`src/rtl/implication_queue.sv`:
```
// implication_queue
// Collects unit-clause implications from the evaluator lanes, accepts one per
// cycle by fixed lowest-index priority, and buffers them in a small FIFO.
// Each accepted implication is compared with every live entry. A repeat of the
// same implication is dropped. The same variable with the opposite value raises
// a sticky conflict. Entries drain in order through a valid/ready handshake.

`ifndef MAX_VARS_BITS
`define MAX_VARS_BITS 8
`endif

module implication_queue #(
    parameter int NUM_EVAL = 4,
    parameter int DEPTH    = 8,
    parameter int VAR_BITS = `MAX_VARS_BITS
) (
    input  logic                          clock,
    input  logic                          reset_n,
    input  logic                          flush,
    input  logic [NUM_EVAL-1:0]           in_unit,
    input  logic [NUM_EVAL-1:0]           in_val,
    input  logic [NUM_EVAL*VAR_BITS-1:0]  in_var,
    output logic [NUM_EVAL-1:0]           in_grant,
    output logic                          out_valid,
    output logic [VAR_BITS-1:0]           out_var,
    output logic                          out_val,
    input  logic                          out_ready,
    output logic                          conflict,
    output logic [VAR_BITS-1:0]           conflict_var,
    output logic [$clog2(DEPTH+1)-1:0]    count
);

    localparam int PTR_W = $clog2(DEPTH);
    localparam int CNT_W = $clog2(DEPTH+1);
    localparam logic [CNT_W-1:0] FULL_CNT = CNT_W'(DEPTH);

    logic [VAR_BITS-1:0] mem_var [DEPTH];
    logic [DEPTH-1:0]    mem_val;
    logic [PTR_W-1:0]    wr_ptr;
    logic [PTR_W-1:0]    rd_ptr;

    logic                can_accept;
    logic                sel_hit;
    logic [VAR_BITS-1:0] sel_var;
    logic                sel_val;
    logic                dup_hit;
    logic                opp_hit;
    logic                push;
    logic                pop;
    logic                conf_set;
    logic                not_empty;

    // The grant depends only on occupancy, conflict, flush and reset. It never
    // depends on out_ready, so a full queue does not pass an entry through in
    // the cycle in which the head is popped.
    assign can_accept = reset_n && !flush && !conflict && (count < FULL_CNT);
    assign not_empty  = (count != '0);

    // Fixed-priority arbiter: the lowest-index requesting lane wins.
    always_comb begin
        // NOTE: give every combinational output a default first. A path that
        // leaves a signal unassigned would otherwise infer a latch.
        in_grant = '0;
        sel_hit  = 1'b0;
        sel_var  = '0;
        sel_val  = 1'b0;
        for (int i = 0; i < NUM_EVAL; i++) begin
            if (can_accept && in_unit[i] && !sel_hit) begin
                sel_hit     = 1'b1;
                in_grant[i] = 1'b1;
                sel_var     = in_var[i*VAR_BITS +: VAR_BITS];
                sel_val     = in_val[i];
            end
        end
    end

    // Compare the winning lane with every live entry, including the head that
    // may leave on this same edge.
    always_comb begin
        logic [PTR_W-1:0] offset;
        dup_hit = 1'b0;
        opp_hit = 1'b0;
        offset  = '0;
        for (int k = 0; k < DEPTH; k++) begin
            offset = PTR_W'(k) - rd_ptr;
            if ((CNT_W'(offset) < count) && (mem_var[k] == sel_var)) begin
                if (mem_val[k] == sel_val) dup_hit = 1'b1;
                else                       opp_hit = 1'b1;
            end
        end
    end

    assign push     = sel_hit && !dup_hit && !opp_hit;
    assign conf_set = sel_hit && opp_hit;
    assign pop      = out_valid && out_ready && !flush;

    assign out_valid = not_empty && !conflict;
    assign out_var   = not_empty ? mem_var[rd_ptr] : '0;
    assign out_val   = not_empty ? mem_val[rd_ptr] : 1'b0;

    // Pointers, occupancy and the sticky conflict. A flush overrides every
    // other update.
    always_ff @(posedge clock or negedge reset_n) begin
        // NOTE: sequential state uses non-blocking assignments only, so every
        // register samples its pre-edge value regardless of statement order.
        if (!reset_n) begin
            wr_ptr       <= '0;
            rd_ptr       <= '0;
            count        <= '0;
            conflict     <= 1'b0;
            conflict_var <= '0;
        end else if (flush) begin
            wr_ptr       <= '0;
            rd_ptr       <= '0;
            count        <= '0;
            conflict     <= 1'b0;
            conflict_var <= '0;
        end else begin
            if (push) wr_ptr <= wr_ptr + PTR_W'(1);
            if (pop)  rd_ptr <= rd_ptr + PTR_W'(1);
            count <= count + CNT_W'(push) - CNT_W'(pop);
            if (conf_set) begin
                conflict     <= 1'b1;
                conflict_var <= sel_var;
            end
        end
    end

    // Entry storage is written at the tail on each accepted push.
    always_ff @(posedge clock) begin
        // NOTE: storage is deliberately left unreset. Occupancy alone decides
        // which entries are live, and the head outputs read as zero while the
        // queue is empty.
        if (push) begin
            mem_var[wr_ptr] <= sel_var;
            mem_val[wr_ptr] <= sel_val;
        end
    end

endmodule
```
`config.mk`:
```
export PLATFORM = sky130hd
export DESIGN_NAME = implication_queue
export DESIGN_NICKNAME = d
export VERILOG_FILES = /design/src/rtl/implication_queue.sv
export SDC_FILE = /design/constraint.sdc
export NUM_CORES = 1
export LEC_CHECK = 0
export CELL_PAD_IN_SITES_DETAIL_PLACEMENT = 0
export CELL_PAD_IN_SITES_GLOBAL_PLACEMENT = 1
export CORE_MARGIN = 3
export CORE_UTILIZATION = 30
export DETAILED_ROUTE_END_ITERATION = 7
export PLACE_DENSITY = 0.57
export SLEW_MARGIN = 20
export SYNTH_ARGS = -nofsm -noshare
export SYNTH_HDL_FRONTEND = slang
export SYNTH_SLANG_ARGS = --single-unit
```
`constraint.sdc`:
```
create_clock -name clock -period 5.1 [get_ports clock]
set_clock_uncertainty 0.05 [all_clocks]
set_input_delay 1.02 -clock clock [delete_from_list [all_inputs] [get_ports clock]]
set_output_delay 1.02 -clock clock [all_outputs]
set_load 0.03 [all_outputs]
```
# After elaboration in Yosys (flattened, before gate mapping)

Memory sizes are Yosys's and may differ from the RTL's.
Cells that the tools add are included.

Register bits after elaboration: 27
Input bits: 44
Memory bits (writable): 64
Logic and storage cells: 148
Memories kept: 1

Memories:

| memory  | words | width | read ports | clocked after Yosys merged registers in | wr ports | RTL line | source |
|---|---|---|---|---|---|---|---|
| mem_var | 8     | 8     | 9          | 0                                       | 1        | 37       | `logic [VAR_BITS-1:0] mem_var [DEPTH];` |

Muxes and demuxes: 65
Add/subtract/negate cells: 12
Eq/ne operators: 16
Reduce and logical (&&, ||, !) cells: 36
Magnitude comparators: 12

Operators by type and width:

| operator              | number |
|---|---|
| $eq A8 B8 Y1          | 8 |
| $mux W8               | 7 |
| $mux W1               | 50 |
| $lt A3 B4 Y1          | 8 |
| $logic_and A1 B1 Y1   | 25 |
| $mux W3               | 4 |
| $sub A3 B3 Y3 const A | 4 |
| $bwmux W8             | 1 |
| $eq A1 B1 Y1          | 8 |
| $lt A3 B4 Y1 const B  | 2 |
| $logic_not A1 Y1      | 7 |
| $add A3 B1 Y3 const B | 2 |
| $reduce_bool A2 Y1    | 3 |
| $sub A1 B3 Y3 const A | 2 |
| $sub A2 B3 Y3 const A | 2 |
| $add A4 B1 Y4         | 1 |
| $lt A4 B4 Y1 const B  | 1 |
| $mux W4               | 1 |
| $reduce_bool A4 Y1    | 1 |
| $sub A4 B1 Y4         | 1 |
| $bmux W1 S3           | 1 |
| $demux W1 S3          | 1 |
| $ge A3 B1 Y1 const B  | 1 |

# Depth between registers and ports, before layout

Gate-level depths: netlist of run 1.

Word-level depth: 38
Depth in mapped cells: 22

# Least setup slack after synthesis of run 1

OpenSTA, ideal clock, no wires.

Path type: in2reg
Start point: input in_unit[1]
End point: register mem_val[1], enable pin
Data arrival time: 4.688 ns
Path buffers: 3
Cell stages on the path: 13
Setup slack: -0.040 ns
Library setup time: 0.403 ns
Required time: 4.647 ns
Cell sequence: clkbuf_1 or4b_1 clkbuf_1 nor2_1 a21oi_1 o2111ai_1 a2111oi_0 nand4_1 o2111a_1 o2111a_2 nand3_1 buf_2 nor4b_1

Longest elaborated chain between the ends: 29

RTL lines:

| what                                 | RTL line | source |
|---|---|---|
| from (decl)                          | 20       | `input logic [NUM_EVAL-1:0] in_unit,` |
| $logic_and A1 B1 Y1 (*) (2 in a row) | 68       | `if (can_accept && in_unit[i] && !sel_hit) begin` |
| $mux W1                              | 68       |  |
| $logic_not A1 Y1                     | 68       |  |
| $logic_and A1 B1 Y1                  | 68       |  |
| $mux W1                              | 68       |  |
| $logic_not A1 Y1                     | 68       |  |
| $logic_and A1 B1 Y1                  | 68       |  |
| $mux W8 or $mux W1 (tied branches)   | 68       |  |
| [12 not listed]                      | n/a      |  |
| $mux W1                              | 86       | `if ((CNT_W'(offset) < count) && (mem_var[k] == sel_var)) begin` |
| $mux W1                              | 87       | `if (mem_val[k] == sel_val) dup_hit = 1'b1;` |
| $mux W1                              | 86       |  |
| $mux W1                              | 87       |  |
| $mux W1                              | 86       |  |
| $logic_not A1 Y1                     | 93       | `assign push = sel_hit && !dup_hit && !opp_hit;` |
| $logic_and A1 B1 Y1                  | 93       |  |
| $logic_and A1 B1 Y1 (*)              | 93       |  |
| to (signal, indexed assignment)      | 136      | `mem_val[wr_ptr] <= sel_val;` |
| to (decl)                            | 38       | `logic [DEPTH-1:0] mem_val;` |

Every way passes the cells marked *; elsewhere a longest branch is shown, timed or not.
A chain may end at the register's enable or synchronous reset.

# Worst setup path after layout of run 1

Start point: input in_unit[1]
End point: register count[1]

Longest elaborated chain between the ends: 32

RTL lines:

| what                                 | RTL line | source |
|---|---|---|
| $logic_and A1 B1 Y1 (*) (2 in a row) | 68       |  |
| $mux W1                              | 68       |  |
| $logic_not A1 Y1                     | 68       |  |
| $logic_and A1 B1 Y1                  | 68       |  |
| $mux W1                              | 68       |  |
| $logic_not A1 Y1                     | 68       |  |
| $logic_and A1 B1 Y1                  | 68       |  |
| $mux W8 or $mux W1 (tied branches)   | 68       |  |
| [15 not listed]                      | n/a      |  |
| $mux W1                              | 87       |  |
| $mux W1                              | 86       |  |
| $logic_not A1 Y1                     | 93       |  |
| $logic_and A1 B1 Y1                  | 93       |  |
| $logic_and A1 B1 Y1 (*)              | 93       |  |
| $add A4 B1 Y4 (*)                    | 121      | `count <= count + CNT_W'(push) - CNT_W'(pop);` |
| $sub A4 B1 Y4 (*)                    | 121      |  |
| $mux W4 (*)                          | 112      | `end else if (flush) begin` |
| to (signal assigned)                 | 121      |  |
| to (decl)                            | 30       | `output logic [$clog2(DEPTH+1)-1:0] count` |

Marked as above.

==> metrics.csv, run 1 <==
metric,value,unit
status,finished clean,
core area,19700,sq um
Syn Area/Cell,10.5,sq um
TritonCTS clock tree,built,
Synth Instances,578,
first-pass iteration count of the detailed router,7,
clock slew at reported path FFs,0.07,ns
CP Max Fanout,14,
fin area,8110,sq um
Worst setup SP type,input pin,
setup TNS,0,ns
Worst Path Required,5.30,ns
H-Tree Depth,3,
Max clock buf depth,2,
sequential element share of the synthesized area,43.4,%
Final Hold Violating Endpoints,0,
vias post-DR,5614,
Worst Tran Pin Value,0.978,ns
Pleak,0.00304,uW
via-per-instance ratio,5.66,
Slowest cell on crit path,clkdlybuf4s50_1,
Post-synth EDFFs,72,
fin crit share,95.7,%
async set or reset register ratio after synthesis,20.9,%
number of global-route vias before repair,5604,
clk sinks,91,
highest clock rate,0.205,GHz
Routed Antenna Nets,0,
initial drt markers,646,
final WL,25.0,mm
Post-Syn Nets,643,
Syn-to-layout area delta,33.5,%
Root Driver,clkbuf_16,
GRT overflow,0,
initial antenna violation count,0,
HP Class,flip-flop to flip-flop,
CP Capture Type,flip-flop,
Die W,148,um
mux cell area share after synthesis,10.0,%
XOR/XNOR share of the synthesized area,1.73,%
Synth Flop Type,edfxtp_1,
post-synthesis compound-gate area fraction,16.9,%
port buffer count,70,
Multi-input gate area,3210,sq um
FILL cells,1995,
cell area after synthesis,6080,sq um
Final #Nets,786,
GPL Wtd Cong,0.982,
# setup viols final,0,
WL per Instance,25.2,um
crit path kind,input pin to flip-flop,
Slew headroom,34.6,%
first-pass GRT wire length,36.6,mm
post-synthesis simple-gate area fraction,18.6,%
Yosys cell types,72,
post-layout min period,4.88,ns
die area,22000,sq um
setup ws final,0.221,ns
boundary pin count,71,
Critical Path AT,5.08,ns
total track usage,22.7,%
fin cells,991,
maxcap violations,0,
CP max stage delay,0.57,ns
final slew viol count,0,
Residual DRC,0,
Synth Warn #,0,
Setup WS pre-CTS,-0.338,ns
post-cts hold buffer count,0,
maximum vdd drop,0.000204,V
cell count after placement,974,
Die Span Y,148,um
placed inst area,7740,sq um
largest family of logic cells by synthesized area,simple AND/OR/NAND/NOR gates,
crit-path cells,clkdlybuf4s50_1 > buf_6 > nor2b_1 > a222oi_1 > or3_4 > buf_4 > xnor2_1 > a2111oi_2 > nand4_1 > o2111a_1 > o2111a_2 > nand3_1 > ha_1 > inv_1 > ha_1 > fa_1 > nor2b_1,
largest net degree at the start of global routing,31,
#FFs+latches synth,91,
number of diodes,0,
clk_lat worst skew,0.36,ns
share of cells above drive strength 1,22.2,%
initial core utilization,30.9,%
CTS buffer count,9,
Post-Synth Adder-Cell Area,4.45,%
Detail Placement HPWL,19.9,mm
total area of sequential cells,2640,sq um
Pwr Density,364,nW/um^2
FP Rows,51,
## cell usage in the layout, fill, tap and decap left out, types with 8 or more instances in the layout
cell type and count:
nor3_1 25, edfxtp_1 72, a221o_1 9, mux2i_1 16, buf_4 97, nor2b_1 10, a21oi_1 41, inv_1 37
nand2_1 43, clkdlybuf4s50_1 64, o22ai_1 12, mux4_2 16, o21ai_0 11, dfrtp_1 19, a22o_1 8, clkbuf_16 9
nor2_1 34, ha_1 20, nand2b_1 11, nand3_1 11
## metrics by stage
stage / util, % / hold WS, ns / power [uW]
6_report: 41.3 / 0.496 / 2950
5_1_grt: 41.3 / 0.527 / 3100
4_1_cts: 41.0 / 0.502 / 2950
3_5_place_dp: 39.4 / 0.482 / 2190
3_3_place_gp: 39.4 / 0.481 / 2190
2_1_floorplan: - / 0.551 / 1660
## synthesized netlist by cell type (5+ instances only)
cell	number	area (sq um)
a2111oi_0	5	43.8
a21oi_1	41	205
a221o_1	9	90.1
a22o_1	8	70.1
and2_1	6	37.5
buf_2	7	35.0
clkbuf_1	24	90.1
dfrtp_1	19	475
edfxtp_1	72	2160
ha_1	20	250
inv_1	37	139
mux2i_1	16	160
mux4_2	16	360
nand2_1	43	161
nand2b_1	11	68.8
nand3_1	11	55.1
nand3b_1	7	52.6
nand4_1	7	43.8
nand4b_1	6	52.6
nor2_1	34	128
nor2b_1	10	62.6
nor3_1	25	125
nor4_1	10	62.6
nor4b_1	5	43.8
o2111ai_1	5	43.8
o21ai_0	11	55.1
o22ai_1	12	75.1
or4_1	7	52.6
xnor2_1	7	61.3
xor2_1	5	43.8
## final cells by class
type	count	area share [%]
Multi-Input combinational cell	414	39.5
Timing Repair Buffer	168	18.2
Sequential cell	91	32.5
Tap cell	265	4.09
Inverter	37	1.71
Clock inverter	6	1.16
Clock buffer	10	2.82
## state kept, by name, summed over array words and instances, names as in the netlist
register      count
conflict          1
conflict_var      8
count             4
mem_val           8
mem_var          64
rd_ptr            3
wr_ptr            3
## what timing repair did
action,in CTS,in global routing
endpoints found under the setup margin,0,3
resized for setup,0,11
endpoints found under the hold margin,0,0
buffers inserted,0,1
## cell families after synthesis
group / after synthesis
flip-flops: 91
adder cells (fa/ha/maj): 21
multiplexers: 39
AO/OA/AOI/OAI: 138
XOR/XNOR: 12
buffers and inverters: 73
AND/OR/NAND/NOR: 204
## where the power goes
group	internal (uW)	switching (uW)	total (uW)	leakage, uW
registers	848	56.1	905	0.000921
clock network	436	324	760	0.000154
logic	552	734	1290	0.00197
## critical path, delay by kind of cell
| family | cells | cell delay (ns) |
|---|---|---|
| simple gates | 5 | 1.16 |
| buf+inv | 4 | 0.96 |
| compound gates | 4 | 0.93 |
| fa+ha+maj | 3 | 0.87 |
| xor+xnor | 1 | 0.12 |
## layer usage
| metal | track usage [%] | share of wire, % | vias up |
|---|---|---|---|
| li1 | - | - | 2518 |
| met1 | 30.8 | 43 | 2778 |
| met2 | 36.2 | 46 | 281 |
| met3 | 5.55 | 8.6 | 37 |
| met4 | 6.74 | 2.6 | 0 |
| met5 | 0 | 0 | - |
## worst paths after layout
| kind | cells past startpoint | start | slack [ns] | endpoint |
|---|---|---|---|---|
| worst max-delay path | 17 | in_unit[1] | 0.22 | count[1] |
| worst min-delay path | 2 | conflict_var[4] | 0.50 | conflict_var[4] |
| worst max register to register | 15 | rd_ptr[2] | 0.54 | count[1] |
| worst min register to register | 2 | conflict_var[4] | 0.50 | conflict_var[4] |
| max in group asynchronous | 3 | reset_n | 3.68 | wr_ptr[0] |
| min in group asynchronous | 3 | reset_n | 1.08 | count[3] |
Power figures use the tool's default switching activity.
==> run 2, diff against run 1 <==
--- a/config.mk
+++ b/config.mk
@@ -5,12 +5,13 @@
 export SDC_FILE = /design/constraint.sdc
 export NUM_CORES = 1
 export LEC_CHECK = 0
+export ABC_AREA = 1
 export CELL_PAD_IN_SITES_DETAIL_PLACEMENT = 0
 export CELL_PAD_IN_SITES_GLOBAL_PLACEMENT = 1
 export CORE_MARGIN = 3
 export CORE_UTILIZATION = 30
 export DETAILED_ROUTE_END_ITERATION = 7
-export PLACE_DENSITY = 0.57
+export PLACE_DENSITY = 0.59
 export SLEW_MARGIN = 20
 export SYNTH_ARGS = -nofsm -noshare
 export SYNTH_HDL_FRONTEND = slang
==> run 2 against run 1 <==
  * Wire length fell by 12%
  * Synthesized cell count up 29%
  * Worst hold slack lost 0.031 ns
  * Power up 7.1%
  * Clock power fell by 8.2%
  * Count of clock-buffer cells in the layout shrank 1
  * Sequential share of layout area increased by 1.8 points
  * Core utilization down 2.3 points
  * Fmax up 1.0%
  * Critical path depth is 9 higher
==> metrics.csv, run 2 <==
metric,value,unit,change
status,finished clean,,
max reg flops,64,,unchanged
post-layout min period,4.83,ns,-0.0490 ns
Post-synth EDFFs,72,,unchanged
die area,22000,sq um,+0.18%
Final #Nets,921,,+17%
number of diodes,0,,unchanged
Slew headroom,52.2,%,+18 points
Layout Utilization,39.0,%,-2.3 points
Root Driver,clkbuf_16,,
first-pass GRT wire length,32.8,mm,-10%
Synth Instances,747,,+29%
CTS buffer count,9,,unchanged
CP Max Fanout,11,,-3
GRT overflow,0,,unchanged
PnR Total Power,3160,uW,+7.1%
async set or reset register ratio after synthesis,20.9,%,unchanged
Critical Path AT,5.02,ns,-0.06 ns
H-Tree Depth,3,,unchanged
Syn Area/Cell,8.15,sq um,-22%
largest net degree at the start of global routing,37,,+19%
HP Class,flip-flop to flip-flop,,
top-area cell type share of the netlist area,35.5,%,-0.066 points
Routed Antenna Nets,0,,unchanged
Worst Path Required,5.29,ns,about the same
Worst Tran Pin Value,0.709,ns,-0.269 ns
# setup viols final,0,,unchanged
Synth Warn #,0,,unchanged
fin crit share,94.7,%,-0.96 points
via-per-instance ratio,4.93,,-13%
Residual DRC,0,,unchanged
port buffer count,70,,unchanged
RR Endpoint,count[2],,
maxcap violations,0,,unchanged
Final Hold Violating Endpoints,0,,unchanged
final slew viol count,0,,unchanged
WL per Instance,19.4,um,-23%
Pwr Density,411,nW/um^2,+13%
fin cells,1126,,+14%
initial drt markers,430,,-33%
RSZ-0062 raised after global routing,no,,
clock slew at reported path FFs,0.07,ns,about the same
biggest registers after layout,"mem_var x64, conflict_var x8, mem_val x8",,
initial core utilization,30.9,%,-0.043 points
sequential element share of the synthesized area,43.3,%,-0.080 points
Max clock buf depth,2,,unchanged
clk_lat worst skew,0.35,ns,about the same
Die W,148,um,about the same
core area,19700,sq um,+0.33%
crit path kind,input pin to flip-flop,,
vias post-DR,5553,,-1.1%
reg2reg start,count[3],,
FP Rows,51,,unchanged
share of cells above drive strength 1,12.8,%,-9.4 points
top-count cell post-synth,nand2_1,,
GPL Wtd Cong,0.938,,-4.4%
"commonest non-fill, non-tap cell in the layout",nand2_1,,
Reg with most FFs,mem_var,,
"area leader, netlist",edfxtp_1,,
Yosys cell types,42,,-42%
top post-synthesis cells by count,"nand2_1 (156), inv_1 (105), nor2_1 (73), edfxtp_1 (72), nand3_1 (53)",,
cell area after synthesis,6090,sq um,+0.19%
Syn-to-layout area delta,26.2,%,
TritonCTS clock tree,built,,
hold path depth,2,,unchanged
initial antenna violation count,0,,unchanged
Post-Syn Nets,812,,+26%
worst hold slack,0.465,ns,-0.0313 ns
CP Capture Type,flip-flop,,
"top cells by area, synth","edfxtp_1 (36%), nand2_1 (9.6%), dfrtp_1 (7.8%)",,
clk sinks,91,,unchanged
cell count after placement,1110,,+14%
Detail Placement HPWL,17.0,mm,-15%
setup TNS,0,ns,unchanged
first-pass iteration count of the detailed router,6,,-1
"commonest cells after routing, fill and taps aside","nand2_1 (156), inv_1 (105), nor2_1 (73), edfxtp_1 (72), clkdlybuf4s50_1 (70)",,
endpoint of the worst hold path,conflict_var[0],,
Pleak,0.00346,uW,+14%
worst hold path startpoint,conflict_var[0],,
#FFs+latches synth,91,,unchanged
total track usage,20.1,%,-2.7 points
Die Span Y,148,um,about the same
reg2reg setup slack,0.96,ns,+0.42 ns
final WL,21.9,mm,-12%
Worst setup SP type,input pin,,
maximum vdd drop,0.000187,V,-8.4%
number of global-route vias before repair,5362,,-4.3%
R2R depth,25,,+10
highest clock rate,0.207,GHz,+1.0%
boundary pin count,71,,unchanged
Synth Flop Type,edfxtp_1,,
-- run 2: cell count changes after synthesis, moves of 16 or more --
| cell | change |
|---|---|
| inv_1 | +68 |
| nand3_1 | +42 |
| nor3_1 | -25 |
| nor2_1 | +39 |
| mux4_2 | -16 |
| nand2_1 | +113 |
| o21ai_0 | +28 |
| mux2i_1 | -16 |
| nand4_1 | +38 |
-- run 2: metrics by stage --
stage	worst slack (ns)	cell area, sq um
final	0.270	7680
after global routing	0.0272	7680
after CTS	0.243	7670
after detailed placement	-0.116	7370
after global placement	-0.0881	7370
after floorplan	0.819	6090
-- run 2: cells by family (layout without fill, tap and decap cells) --
kind of cell    Yosys count  count (layout)  synth area share (%)
xor+xnor                 23              23                  3.31
compound gates          110             110                  10.4
flops                    91              91                  43.3
simple gates            371             371                  30.1
fa+ha+maj                21              21                  4.44
buf+inv                 131             245                  8.47
-- run 2: layout make-up --
class                   instances  area, sq um
fillers                      1993        12000
multi-input cells             525         2950
flip-flops and latches         91         2640
repair buffers                114         1030
inverters                     115          434
well taps                     265          332
clock buffers                   9          225
clock inverters                 7         76.3
-- run 2: repair_timing --
| item | CTS | global route |
|---|---|---|
| hold endpoints to repair | 0 | 0 |
| endpoints found under the setup margin | 0 | 2 |
| resized for setup | 0 | 2 |
| buffers inserted | 0 | 0 |
| hold buffers | 0 | 0 |
-- run 2: where the power goes --
part	internal (uW)	leakage (uW)	total (uW)	switching [uW]
sequential	885	0.000922	940	55.2
combinational	538	0.00239	1520	982
clock	384	0.000142	698	314
-- run 2: worst max path at each step --
stage	startpoint	end	slack (ns)
4_1_cts	reset_n	count[2]	0.24
5_1_grt	reset_n	count[3]	0.03
6_report	reset_n	count[2]	0.27
3_3_place_gp	reset_n	count[2]	-0.09
3_5_place_dp	reset_n	count[2]	-0.12
2_1_floorplan	flush	count[2]	0.82
-- run 2: worst max-delay path: stages --
cell and delay (ns):
clkdlybuf4s50_1 0.59, inv_1 0.11, nor2_4 0.17, nand2_4 0.10, nor2_4 0.22, nand3_4 0.15
inv_4 0.11, nand2_2 0.18, nand2_4 0.19, inv_2 0.11, nor2_1 0.20, nor2_1 0.06
nand2_1 0.07, nor2_1 0.08, nand3_1 0.08, nand2_1 0.06, nor2_1 0.11, nand2_2 0.11
inv_2 0.12, nand2_4 0.06, ha_1 0.27, inv_1 0.04, ha_1 0.20, fa_1 0.38
o21ai_0 0.16, a21oi_1 0.06
-- run 2: routing by layer --
metal	vias to the layer above	global-route usage, %	wire length, um
met2	173	32.4	10000
met4	0	7.85	713
met3	30	3.72	1120
met1	2603	26.7	10000
li1	2747	-	-
met5	-	0	0
